`src/rtl/fsm_trace_display.sv`:
```
// Trace capture/review stage: logs {state, rout} on each FSM state change, then steps through the log.
// Optional TRACE_STATE_DISP_EN: in review, digit 3 shows the stored state nibble.
module fsm_trace_display #(
  parameter int unsigned DEPTH   = 16,
  parameter int unsigned DATA_W  = 16,
  parameter int unsigned STATE_W = 4
) (
  input  logic                       clk,
  input  logic                       reset,
  input  logic [STATE_W-1:0]         state,
  input  logic [DATA_W-1:0]          rout,
  input  logic                       freeze,
  input  logic                       step,
  output logic [27:0]                display,
  output logic [$clog2(DEPTH):0]     count,
  output logic [$clog2(DEPTH)-1:0]   rd_idx,
  output logic                       review,
  output logic                       full
);

  localparam int unsigned AW = $clog2(DEPTH);
  localparam logic [AW:0]   DEPTH_C = (AW+1)'(DEPTH);
  localparam logic [AW-1:0] LAST_C  = AW'(DEPTH-1);
`ifdef TRACE_STATE_DISP_EN
  localparam int unsigned ENTRY_W = STATE_W + DATA_W;
`else
  localparam int unsigned ENTRY_W = DATA_W;
`endif

  typedef enum logic {S_CAPTURE, S_REVIEW} mode_e;

  mode_e               mode_q, mode_d;
  logic [STATE_W-1:0]  prev_state_q, prev_state_d;
  logic                first_q, first_d;
  logic                step_q, step_d;
  logic [AW-1:0]       wr_ptr_q, wr_ptr_d;
  logic [AW-1:0]       rd_idx_q, rd_idx_d;
  logic [AW:0]         count_q, count_d;
  logic [27:0]         display_q, display_d;
  logic [ENTRY_W-1:0]  mem_q [DEPTH];
  logic [ENTRY_W-1:0]  wdata, rd_entry;
  logic                we, capture_ev, full_w;
  logic [15:0]         disp_word;

  function automatic logic [6:0] hex_seg(input logic [3:0] n);
    logic [6:0] s;
    unique case (n)
      4'h0: s = 7'b1000000;
      4'h1: s = 7'b1111001;
      4'h2: s = 7'b0100100;
      4'h3: s = 7'b0110000;
      4'h4: s = 7'b0011001;
      4'h5: s = 7'b0010010;
      4'h6: s = 7'b0000010;
      4'h7: s = 7'b1111000;
      4'h8: s = 7'b0000000;
      4'h9: s = 7'b0010000;
      4'hA: s = 7'b0001000;
      4'hB: s = 7'b0000011;
      4'hC: s = 7'b1000110;
      4'hD: s = 7'b0100001;
      4'hE: s = 7'b0000110;
      default: s = 7'b0001110;
    endcase
    return s;
  endfunction

  function automatic logic [27:0] seg4(input logic [15:0] w);
    logic [27:0] r;
    r = '1;
    for (int unsigned i = 0; i < 4; i++) r[i*7 +: 7] = hex_seg(w[i*4 +: 4]);
    return r;
  endfunction

  assign full_w = (count_q == DEPTH_C);

`ifdef TRACE_STATE_DISP_EN
  assign wdata = {state, rout};
`else
  assign wdata = rout;
`endif

  always_comb begin
    mode_d       = mode_q;
    prev_state_d = state;
    first_d      = first_q;
    step_d       = step;
    wr_ptr_d     = wr_ptr_q;
    rd_idx_d     = rd_idx_q;
    count_d      = count_q;
    we           = 1'b0;
    rd_entry     = mem_q[rd_idx_q];
    disp_word    = rout;

    capture_ev = (mode_q == S_CAPTURE) && !full_w &&
                 (first_q || (state != prev_state_q));
    if (capture_ev) begin
      we      = 1'b1;
      count_d = count_q + 1'b1;
      first_d = 1'b0;
      // Pointer saturates at the last slot; count alone gates further writes.
      if (wr_ptr_q != LAST_C) wr_ptr_d = wr_ptr_q + 1'b1;
    end

    unique case (mode_q)
      S_CAPTURE: begin
        disp_word = rout;
        if ((count_d == DEPTH_C) || (freeze && (count_d != '0))) begin
          mode_d   = S_REVIEW;
          rd_idx_d = '0;
        end
      end
      S_REVIEW: begin
        if (step && !step_q)
          rd_idx_d = ({1'b0, rd_idx_q} == count_q - 1'b1) ? '0 : rd_idx_q + 1'b1;
`ifdef TRACE_STATE_DISP_EN
        disp_word = {rd_entry[DATA_W +: 4], rd_entry[11:0]};
`else
        disp_word = rd_entry;
`endif
      end
      default: ;
    endcase

    display_d = seg4(disp_word);
  end

  always_ff @(posedge clk) begin
    if (reset) begin
      mode_q       <= S_CAPTURE;
      prev_state_q <= '0;
      first_q      <= 1'b1;
      step_q       <= 1'b0;
      wr_ptr_q     <= '0;
      rd_idx_q     <= '0;
      count_q      <= '0;
      display_q    <= '1;
    end else begin
      mode_q       <= mode_d;
      prev_state_q <= prev_state_d;
      first_q      <= first_d;
      step_q       <= step_d;
      wr_ptr_q     <= wr_ptr_d;
      rd_idx_q     <= rd_idx_d;
      count_q      <= count_d;
      display_q    <= display_d;
    end
  end

  always_ff @(posedge clk) begin
    if (we) mem_q[wr_ptr_q] <= wdata;
  end

  assign display = display_q;
  assign count   = count_q;
  assign rd_idx  = rd_idx_q;
  assign review  = (mode_q == S_REVIEW);
  assign full    = full_w;

endmodule

```
`config.mk`:
```
export PLATFORM = sky130hd
export DESIGN_NAME = fsm_trace_display
export DESIGN_NICKNAME = d
export VERILOG_FILES = /design/src/rtl/fsm_trace_display.sv
export SDC_FILE = /design/constraint.sdc
export NUM_CORES = 1
export LEC_CHECK = 0
export ABC_AREA = 1
export CAP_MARGIN = 30
export CORE_UTILIZATION = 40
export CTS_BUF_LIST = sky130_fd_sc_hd__clkbuf_8 sky130_fd_sc_hd__clkbuf_16
export DETAILED_ROUTE_END_ITERATION = 16
export SETUP_SLACK_MARGIN = 0.02
export SLEW_MARGIN = 25
export SYNTH_ARGS = -nofsm -noshare
export SYNTH_HDL_FRONTEND = slang
export SYNTH_SLANG_ARGS = --single-unit
```
`constraint.sdc`:
```
create_clock -name clk -period 2.7 [get_ports clk]
set_clock_uncertainty 0.15 [all_clocks]
set_input_delay 0.54 -clock clk [delete_from_list [all_inputs] [get_ports clk]]
set_output_delay 0.54 -clock clk [all_outputs]
set_load 0.1 [all_outputs]
```
==> results.cfg, run 1 <==
[status]
outcome = completed

[layout]
final_cells = 1752
multi_input_area_um2 = 3870
stdcell_area_um2 = 16100
fillers = 2751
drive_above_1_share = 0.189
syn2layout_area_growth_pct = 22.5
diodes = 0
fin_util = 0.504
finalNetCount = 1343
regArea_um2 = 8740

[clock_tree]
clk_pin_slew_ns = 0.06
cts_tree = built
cts_sinks = 308
clockRootBuffer = clkbuf_16
clock_path_buffers = 3
clk_latency_ns = 0.51
ctsHtreeMaxLevel = 2
numCtsBuffers = 34
holdBufCountCts = 0

[worst_setup_path]
crit_buf_inv = 3
crit_slowest_cell = dfxtp_4
path_class = reg2reg
crit_arrival_ns = 2.78
cp-start-kind = flip-flop
critical_path_depth = 14
cpPeakStageDelay_ns = 0.40
critPathMostFrequentCell = nand2_1
r2r_setup_slack_ns = 0.15
cp_top_family = compound AO/OA/AOI/OAI gates
critical_path_peak_fanout = 12
worstPathCellList = buf_4 > clkbuf_16 > nand2_1 > o21ai_0 > a21oi_1 > a21oi_1 > o21ai_1 > nand2_1 > nand2_1 > o21ai_2 > inv_1 > ha_1 > a31oi_1 > nand2_1
cp_data_required_time_ns = 2.93
cp-end-kind = flip-flop
r2r_cells = 14

[placement]
port_buffers = 62
pre_cts_ws_ns = 0.0270
place_area_um2 = 14800
hpwl_mm = 20.7
gp_congestion = 0.829
dp.cells = 1681

[yosys]
yosys_warnings = 0
synthTopCellsByArea = edfxtp_1 59%, dfxtp_1 7.9%, nor2_1 5.2%
ys.flop_type = edfxtp_1
yosysMostFrequentCell = edfxtp_1
netlist_area_um2 = 13100
synth_top_cells_by_count = 256 x edfxtp_1, 182 x nor2_1, 145 x nand2_1, 127 x o21ai_0, 93 x nand3_1
syn_avg_cell_area_um2 = 11.3
synth_edf_count = 256
syn-num-nets = 1215
seq_area_frac_synth = 0.665
netlist.top_cell.by_area = edfxtp_1
synth_top_area_frac = 0.585
ys_ff_latch = 308
async_flop_share = 0
synth_cells = 1164
ys_types = 37

[global_routing]
grt_pass1_wl_mm = 48.4
grt_pass1_vias = 8700
grt_start_max_net_pins = 51
antenna_found_initial = 0
grt_overflow = 0
grt_use_total = 0.188

[pwr]
p_sw_mw = 4.85
combinationalPowerShare = 0.293
internal-power_mw = 9.45
leakage_nw = 5.96
ir_worst_vdd_mv = 0.404
clkPwrFrac = 0.315
seq_power_share = 0.392
design_power_total_mw = 14.3
p_per_area_nw_per_um2 = 888
netSwitchingFraction = 0.339

[detailed_routing]
post_drt_wl_per_cell_um = 18.2
drc_errors = 0
ant_nets = 0
drtPass1Iterations = 5
vias = 9004
viasPerCell = 5.14
drt-total-wl_mm = 32.0
drt_iter0_drc = 809

[min_path]
worstHoldStart = first_q
hp-class = reg2reg
whs_path_depth = 2

[sta]
timing.final.ws_setup_ns = 0.150
timing.fmax_mhz = 392
grt_setup_unrepaired = yes
finalSetupTns_ns = 0
hold_slack_ns = 0.335
worstMarginPinSlew_ns = 0.573
finalSetupViolCount = 0
fin_crit_sh = 0.944
fin_crit_ns = 2.55
max_slew_margin = 0.617
drv_slew = 0
hold_viol = 0

[die]
dieArea_um2 = 33600
core_area_um2 = 32000
initial_utilization = 0.411
die_x_um = 183
io_pins = 63
die_h_um = 183
fp-row-count = 65

[job]
maxCapViolCount = 0
==> sequential cells by signal (all words and copies together) (netlist names), named ones only <==
name,flops
count,5
review,1
first_q,1
wr_ptr_q,4
display,28
step_q,1
rd_idx,4
mem_q,256
prev_state_q,4
==> worst reg2reg max path: stages (launching register included) <==
cell and delay (ns):
dfxtp_4 0.40, buf_4 0.17, clkbuf_16 0.18, nand2_1 0.06
o21ai_0 0.07, a21oi_1 0.23, a21oi_1 0.10, o21ai_1 0.14
nand2_1 0.10, nand2_1 0.08, o21ai_2 0.08, inv_1 0.14
ha_1 0.26, a31oi_1 0.17, nand2_1 0.08
==> layout by cell type, fill, tap and decap left out, drive strengths merged, types with 4 or more instances in the layout <==
cell / netlist / routed
o211ai: 4 / 4
xor2: 4 / 4
clkinv: 2 / 16
nand3: 97 / 97
o22ai: 9 / 9
nor2: 184 / 184
dfxtp: 52 / 52
or2: 7 / 7
o221ai: 46 / 46
clkbuf: 20 / 39
xnor2: 6 / 6
edfxtp: 256 / 256
nand2: 147 / 147
buf: 43 / 128
inv: 62 / 69
a21oi: 29 / 29
ha: 27 / 27
clkdlybuf4s50: 0 / 23
o21ai: 161 / 161
==> metal layers <==
layer | routed length (um) | share of wire | GRT usage | up-vias
met5 | 0 | 0 | 0 | -
met4 | 802 | 0.025 | 0.0590 | 0
met3 | 1350 | 0.042 | 0.0310 | 51
met2 | 16100 | 0.50 | 0.325 | 214
met1 | 13700 | 0.43 | 0.240 | 4329
li1 | - | - | - | 4410
==> power by group through the flow <==
stage	sequential (mW)	combinational [mW]	clock (mW)
CTS	5.60	4.04	4.58
finish	5.60	4.19	4.50
detailed placement	5.70	4.03	0
global route	5.63	4.55	4.76
global placement	5.70	3.99	0
floorplan	6.59	1.95	0
==> logic make-up after synthesis <==
kind of cell,count (synthesis),synth area share
and+or+nand+nor,438,0.140
xor gates and xnor gates,10,0.00667
buffers and inverters,127,0.0467
DFF,308,0.665
AOI/OAI and AO/OA,254,0.117
adders and majority gates,27,0.0257
==> final timing paths <==
path,end
worst max-delay path,display[15]
worst min register to register,first_q
worst max register to register,display[15]
worst min-delay path,first_q
==> layout make-up <==
| cell class | count | area share |
|---|---|---|
| multi-input combinational | 729 | 0.241 |
| tap | 435 | 0.0338 |
| sequential | 308 | 0.543 |
| inverter | 64 | 0.0157 |
| timing repair buffer | 153 | 0.0976 |
| clock buffer | 37 | 0.0561 |
| timing repair inverter | 2 | 0.00124 |
| clock inverter | 24 | 0.0119 |
==> timing repair <==
item | in CTS | in global routing
setup endpoints to repair | 0 | 24
hold endpoints to repair | 0 | 0
resized for setup | 0 | 24
setup buffers | 0 | 6
Note: power is estimated with default switching activity, not from simulation.
==> run 2, diff against run 1 <==
--- a/config.mk
+++ b/config.mk
@@ -7,7 +7,7 @@
 export LEC_CHECK = 0
 export ABC_AREA = 1
 export CAP_MARGIN = 30
-export CORE_UTILIZATION = 40
+export CORE_UTILIZATION = 35
 export CTS_BUF_LIST = sky130_fd_sc_hd__clkbuf_8 sky130_fd_sc_hd__clkbuf_16
 export DETAILED_ROUTE_END_ITERATION = 16
 export SETUP_SLACK_MARGIN = 0.02
==> results.cfg, run 2 (same netlist as run 1, synthesis figures left out) <==
[worst_setup_path]
cp-endpoint = display[14]
r2r_setup_slack_ns = 0.12
cp-start-kind = flip-flop
critical_path_peak_fanout = 22
r2r-end = display[14]
path_class = reg2reg
cp-end-kind = flip-flop
crit_arrival_ns = 2.80
cp_data_required_time_ns = 2.92
r2r_cells = 14

[die]
fp-row-count = 70
die_x_um = 196
initial_utilization = 0.357
io_pins = 63
core_area_um2 = 36800
die_h_um = 196
dieArea_um2 = 38300

[global_routing]
grt_pass1_vias = 9184
grt_overflow = 0
antenna_found_initial = 0
grt_pass1_wl_mm = 52.6
grt_start_max_net_pins = 45
grt_use_total = 0.181

[sta]
drv_slew = 0
timing.final.ws_setup_ns = 0.121
timing.fmax_mhz = 388
hold_slack_ns = 0.340
fin_crit_ns = 2.58
worstMarginPinSlew_ns = 0.468
finalSetupViolCount = 0
grt_setup_unrepaired = yes
max_slew_margin = 0.687
fin_crit_sh = 0.955
hold_viol = 0

[layout]
multi_input_area_um2 = 3910
final_cell_mix = 256 x edfxtp_1, 164 x nor2_1, 141 x nand2_1
stdcell_area_um2 = 16100
finalNetCount = 1347
layout_commonest_cell = edfxtp_1
top_register = mem_q
drive_above_1_share = 0.192
syn2layout_area_growth_pct = 22.8
diodes = 0
fillers = 3412
regArea_um2 = 8740
largest_reg_flops = 256

[detailed_routing]
vias = 9212
ant_nets = 0
dr_wl_met2_mm = 17.4
viasPerCell = 5.16
drc_errors = 0
met1Wirelength_mm = 14.6
post_drt_wl_per_cell_um = 19.6
drtPass1Iterations = 5
drt-total-wl_mm = 35.0
drt_iter0_drc = 753
maxUsedRoutingLayer = met4
wl_met3_mm = 1.74

[placement]
place_area_um2 = 14900
pre_cts_ws_ns = -0.0274
hpwl_mm = 23.3
port_buffers = 62
gp_congestion = 0.824

[job]
maxCapViolCount = 0

[clock_tree]
clockRootBuffer = clkbuf_16
clk_latency_ns = 0.52
numCtsBuffers = 34
cts_sinks = 308
clk_pin_slew_ns = 0.06
cts_tree = built
clock_path_buffers = 3
ctsHtreeMaxLevel = 2

[min_path]
worstHoldStart = first_q
hp-class = reg2reg

[pwr]
ir_worst_vdd_mv = 0.444
leakage_nw = 5.96
p_per_area_nw_per_um2 = 882

[status]
outcome = completed
run 2: changes by cell type in the layout (fill, tap and decap cells not counted), moves of 4 or more:
cell	previous run	this run
o21ai_0	125	116
o221ai_1	46	42
buf_4	99	107
buf_6	4	0
o21ai_1	23	31
o221ai_2	0	4
run 2: timing repair:
action / CTS / global route
hold endpoints to repair: 0 / 0
pin swaps: 0 / 2
endpoints found under the setup margin: 6 / 24
resized for setup: 3 / 33
gates cloned: 0 / 2
buffers inserted: 0 / 3
hold buffers: 0 / 0
run 2: worst max-delay path: stages (launching register included):
cell       delay (ns)
dfxtp_4          0.41
buf_12           0.12
clkbuf_16        0.19
nor2_1           0.06
o221ai_1         0.34
nand3_1          0.21
nand2_2          0.14
nand2_1          0.07
o21ai_2          0.07
inv_1            0.09
ha_1             0.19
inv_1            0.10
nand3_1          0.11
nand3_1          0.10
nand4_1          0.07
run 2: worst min-delay path by stage:
stage	end	slack [ns]	depth (start not counted)
floorplan	first_q	0.30	2
global placement	first_q	0.33	2
detailed placement	first_q	0.33	2
CTS	first_q	0.34	2
global route	first_q	0.39	2
finish	first_q	0.34	2
run 2: layout make-up:
| type | instances | share of cell area |
|---|---|---|
| clock buffers | 37 | 0.0574 |
| inverters | 64 | 0.0154 |
| clock inverters | 19 | 0.00489 |
| well taps | 468 | 0.0363 |
| repair buffers | 159 | 0.102 |
| multi-input cells | 729 | 0.243 |
| flip-flops and latches | 308 | 0.542 |
run 2: metrics by stage:
stage	total power [mW]	cells	TNS [ns]	utilization
after floorplan	8.54	1164	-20.77	-
after global placement	9.91	1723	0	0.406
after detailed placement	9.95	1723	-1.05	0.406
after CTS	14.2	1779	0	0.434
after global routing	14.8	1784	0	0.438
final	14.2	1784	0	0.438
run 2: power breakdown:
part,internal (mW),switching [mW]
registers,5.47,0.127
logic,1.35,3.06
clock network,2.44,1.78
run 2: metal layers:
metal,up-vias,track usage
met5,-,0
met3,61,0.0261
li1,4410,-
met2,261,0.314
met4,0,0.0764
met1,4480,0.227
